### config.mk
export PLATFORM = sky130hd
export DESIGN_NAME = button_event_decoder
export DESIGN_NICKNAME = d
export VERILOG_FILES = /design/src/rtl/button_event_decoder.sv
export SDC_FILE = /design/constraint.sdc
export NUM_CORES = 1
export LEC_CHECK = 0
export ABC_AREA = 1
export ABC_CLOCK_PERIOD_IN_PS = 1500
export BUFFER_PORTS_ARGS = -buffer_cell sky130_fd_sc_hd__buf_4
export CAP_MARGIN = 20
export CELL_PAD_IN_SITES_DETAIL_PLACEMENT = 1
export CELL_PAD_IN_SITES_GLOBAL_PLACEMENT = 1
export CORE_MARGIN = 2
export CORE_UTILIZATION = 40
export DETAILED_ROUTE_END_ITERATION = 8
export PLACE_DENSITY_LB_ADDON = 0.1
export RECOVER_POWER = 50
export SETUP_SLACK_MARGIN = 0.5
export SLEW_MARGIN = 40
export SYNTH_ARGS = -nofsm -noshare
export SYNTH_HDL_FRONTEND = slang
export SYNTH_SLANG_ARGS = --single-unit
### constraint.sdc
create_clock -name clk -period 1.5 [get_ports clk]
set_input_delay 0.375 -clock clk [delete_from_list [all_inputs] [get_ports clk]]
set_output_delay 0.375 -clock clk [all_outputs]
set_load 0.01 [all_outputs]
### src/rtl/button_event_decoder.sv
// button_event_decoder
// Turns the clean, clk-synchronous button level into single-cycle event
// pulses (press, release, short press, long press, double click) and keeps
// a wrapping count of presses. All outputs are registered.
module button_event_decoder #(
  parameter int LONG_CYCLES = 10_000_000,  // high samples that make a long press
  parameter int GAP_CYCLES  = 3_000_000,   // low samples allowed between double-click presses
  parameter int CNT_W       = 24           // must hold max(LONG_CYCLES, GAP_CYCLES)
) (
  input  logic       clk,
  input  logic       rst,            // asynchronous, active low
  input  logic       btn_in,
  output logic       press_pulse,
  output logic       release_pulse,
  output logic       short_press,
  output logic       long_press,
  output logic       double_click,
  output logic [7:0] press_count
);

  typedef enum logic [2:0] {
    IDLE   = 3'd0,
    PRESS1 = 3'd1,
    LONG   = 3'd2,
    GAP    = 3'd3,
    PRESS2 = 3'd4
  } state_t;

  // Terminal counts: the rise/fall edge itself is sample 1, so the event
  // fires when the counter already holds N-1 and one more sample arrives.
  localparam logic [CNT_W-1:0] LONG_LAST = CNT_W'(LONG_CYCLES - 1);
  localparam logic [CNT_W-1:0] GAP_LAST  = CNT_W'(GAP_CYCLES - 1);
  localparam logic [CNT_W-1:0] CNT_ONE   = CNT_W'(1);

  state_t           state;
  logic [CNT_W-1:0] cnt;
  logic             btn_q;
  logic             rise;
  logic             fall;

  // btn_q resets to 1 so a button held through reset release is not a press.
  assign rise = btn_in & ~btn_q;
  assign fall = ~btn_in & btn_q;

  // Edge pulses and press counter; a fall seen in IDLE belongs to a press
  // that was never accepted (held through reset) and is suppressed.
  always_ff @(posedge clk or negedge rst) begin
    if (!rst) begin
      btn_q         <= 1'b1;
      press_pulse   <= 1'b0;
      release_pulse <= 1'b0;
      press_count   <= 8'd0;
    end else begin
      btn_q         <= btn_in;
      press_pulse   <= rise;
      release_pulse <= fall && (state != IDLE);
      if (rise) begin
        press_count <= press_count + 8'd1;
      end
    end
  end

  // Interaction classifier with registered short/long/double pulses.
  always_ff @(posedge clk or negedge rst) begin
    if (!rst) begin
      state        <= IDLE;
      cnt          <= '0;
      short_press  <= 1'b0;
      long_press   <= 1'b0;
      double_click <= 1'b0;
    end else begin
      short_press  <= 1'b0;
      long_press   <= 1'b0;
      double_click <= 1'b0;
      case (state)
        IDLE: begin
          if (rise) begin
            state <= PRESS1;
            cnt   <= CNT_ONE;
          end
        end

        PRESS1: begin
          // A release on the terminal sample is still a release.
          if (!btn_in) begin
            state <= GAP;
            cnt   <= CNT_ONE;
          end else if (cnt == LONG_LAST) begin
            state      <= LONG;
            long_press <= 1'b1;
          end else begin
            cnt <= cnt + CNT_ONE;
          end
        end

        LONG: begin
          if (fall) begin
            state <= IDLE;
          end
        end

        GAP: begin
          // A second press on the terminal gap sample wins over short_press.
          if (rise) begin
            state <= PRESS2;
            cnt   <= CNT_ONE;
          end else if (cnt == GAP_LAST) begin
            state       <= IDLE;
            short_press <= 1'b1;
          end else begin
            cnt <= cnt + CNT_ONE;
          end
        end

        PRESS2: begin
          if (fall) begin
            state        <= IDLE;
            double_click <= 1'b1;
          end else if (btn_in && (cnt == LONG_LAST)) begin
            // Holding the second press too long cancels the double click.
            state      <= LONG;
            long_press <= 1'b1;
          end else begin
            cnt <= cnt + CNT_ONE;
          end
        end

        default: begin
          state <= IDLE;
          cnt   <= '0;
        end
      endcase
    end
  end

endmodule

==> out/metrics.cfg <==
[job]
cap_violations=0

[drt]
first_iter_violations=210
wl_per_cell_um=21.3
ant_nets=0
route.detailed.drc=0
first_pass_iters=5
vias=3072
drt_wl_total_um=11900
viasPerCell=5.52

[cts]
clock_path_buffers=2
cts_sinks=41
cts_hold_buffers=0
clk_pin_slew_ps=110
cts_root_buffer=clkbuf_8
cts_buffers=5
htreeDepth=2
cts_tree=done
clkLatencyLatePin_ps=320

[floorplan]
start_util_pct=41.2
row_count=29
die-area_mm2=0.00720
ios=16
design.core.area_mm2=0.00635
die_x_um=84.9
die_h_um=84.9

[timing]
finalCritPeriodShare_pct=121
setup_viol=31
drv_slew=0
skew_ps=24.1
worst_slew_pin_slew_ps=1130
layout_min_cycle_time_ps=1820
rsz0062_at_grt=true
slew_headroom_pct=24.6
timing.fmax_mhz=550
hold_viol=0
setup_slack_ps=-319

[finish]
num-fill-cells=766
finalNonFillerCells=557
final_layout_size_suffix_gt1_share_pct=42.7
nets=484
diodes=0
fin_area_mm2=0.00404
syn_to_final_growth_pct=54.5

[synth]
synth-warning-count=0
yosysTopAreaCellShare_pct=38.3
synth_cell_types=31
synth_area_leader_cell=dfrtp_1
synthFlopType=dfrtp_1
synth_nets=371
async_reset_ff_share_pct=100
syn_area_mm2=0.00262
ys_ff_latch=41
synth_cells=366
synth_edf_count=0
syn_avg_cell_area_um2=7.15
ys_seq_area_share_pct=39.3
synth_area_leaders=dfrtp_1, nand2_1, inv_1, nor2_1, nand3_1

[global_route]
antenna_found_initial=0
grt_pass1_vias=3192
grt_max_degree=42
grt_usage_pct=29.1
grt_overflow=0
grt_pass1_wl_um=16400

[power]
cellLeakagePower_nw=2.02
total_power_w=0.00491
ir_drop_mv=1.04
power_density_mw_per_mm2=1210

[placement]
place_inst=530
place_area_mm2=0.00341
place_ws_ps=-317
io_buffers=15
dpl.hpwl_um=6410
gp_congestion=0.872

[run_status]
violations=setup timing
outcome=finished, violations left

[critical_path]
r2r-end=cnt[6]
max_stage_delay_ps=450
r2r-start=cnt[1]
end_kind=register
cp_slowest_cell=dfrtp_1
critPathMaxFanout=17
ff2ff_path_depth=10
r2r_slack_ps=-320
path_buf_inv=1
cp_top_family=simple AND/OR/NAND/NOR gates
crit_required_ps=1750
crit_chain=ha_4 -> nand2_4 -> nor2_4 -> nand2_4 -> nor2_4 -> nand4_4 -> nand3_4 -> buf_12 -> nand2_2 -> o21ai_1
worst_ep_arrival_time_ps=2060
worstSetupStartpointType=register
path_class=reg -> reg

[min_path]
holdCritPathClass=in -> async

cells in the final DEF (no fill, tap or decap), types with 2 or more instances in the layout:
master,instances
inv_1,50
xnor2_2,3
dfrtp_1,37
or2_2,2
nor3_2,4
nand3_1,19
a21oi_2,2
nand2_1,79
buf_6,23
buf_4,85
nor2_4,9
a21oi_1,6
clkinv_2,2
nor3_4,2
o21ai_2,9
xor2_1,11
buf_12,2
o21ai_0,8
inv_2,4
o21ai_1,6
clkbuf_8,5
nand2_2,10
nor2_2,9
nand3_2,10
nand2_4,7
dfrtp_2,3
o211ai_1,2
nand3b_1,3
nand4_1,11
nand3_4,2
nor2_1,41
state kept, by name, summed over array words and instances (netlist names):
| name | cells |
|---|---|
| release_pulse | 1 |
| press_count | 8 |
| cnt | 24 |
| double_click | 1 |
| state | 3 |
| long_press | 1 |
| short_press | 1 |
| btn_q | 1 |
| press_pulse | 1 |
worst max-delay path by stage:
| stage | to | cells past startpoint | slack, ps | from |
|---|---|---|---|---|
| after global routing | cnt[23] | 8 | -430 | cnt[6] |
| after CTS | cnt[22] | 10 | -200 | cnt[0] |
| final | cnt[6] | 10 | -320 | cnt[1] |
| after global placement | cnt[20] | 8 | -220 | cnt[4] |
| after detailed placement | cnt[22] | 10 | -320 | cnt[1] |
| after floorplan | cnt[2] | 11 | -150 | cnt[1] |
where the power goes:
part | total [W] | switching (W) | internal [W]
combinational | 0.00265 | 0.00154 | 0.00111
sequential | 0.00147 | 0.000212 | 0.00125
clock | 0.000793 | 0.000470 | 0.000323
total | 0.00491 | 0.00222 | 0.00269
kinds of logic after synthesis:
| group | synth area share [%] |
|---|---|
| simple gates | 36.7 |
| fa+ha+maj | 0.956 |
| xor+xnor | 5.36 |
| flops | 39.3 |
| buf+inv | 10.2 |
| compound gates | 7.56 |
metrics by stage:
stage               TNS (ps)  util, %  hold slack (ps)
floorplan              -2950        -             79.4
global placement       -3910     53.8              407
detailed placement     -6060     53.8              404
CTS                    -4120     59.8             80.0
global route           -9990     63.7              328
finish                 -7710     63.7              245
Yosys cell counts (2+ instances only):
master    count
inv_2         3
or2_2         2
o21ai_2       6
nor3_1        7
xor2_1       12
o21ai_0      10
nor2_1       52
nor2_2        4
nor2_4        3
inv_1        52
nand3_2       2
dfrtp_1      40
nand3b_1      3
nand3_1      29
nand4_1      11
nand2_2       4
a21oi_1       8
nand2_1      93
o211ai_1      2
xnor2_1       4
o21ai_1       8
ha_1          2
per-layer routing:
metal	vias up	wire [um]	global-route usage, %
li1	1383	-	-
met1	1536	4790	36.7
met2	120	6190	52.3
met3	33	492	3.79
met4	0	405	7.65
met5	-	0	0
cell type report:
| cell class | count | area, um^2 | area share [%] |
|---|---|---|---|
| flip-flops and latches | 41 | 1030 | 25.5 |
| inverters | 55 | 219 | 5.42 |
| well taps | 77 | 96.3 | 2.38 |
| clock buffers | 5 | 68.8 | 1.70 |
| multi-input cells | 264 | 1650 | 40.9 |
| clock inverters | 3 | 17.5 | 0.433 |
| repair buffers | 112 | 957 | 23.7 |
repair_timing:
item | in CTS | in global routing
setup buffers | 10 | 9
pin swaps | 10 | 6
resized for setup | 53 | 46
endpoints found under the setup margin | 51 | 52
(Power assumes the default switching activity.)
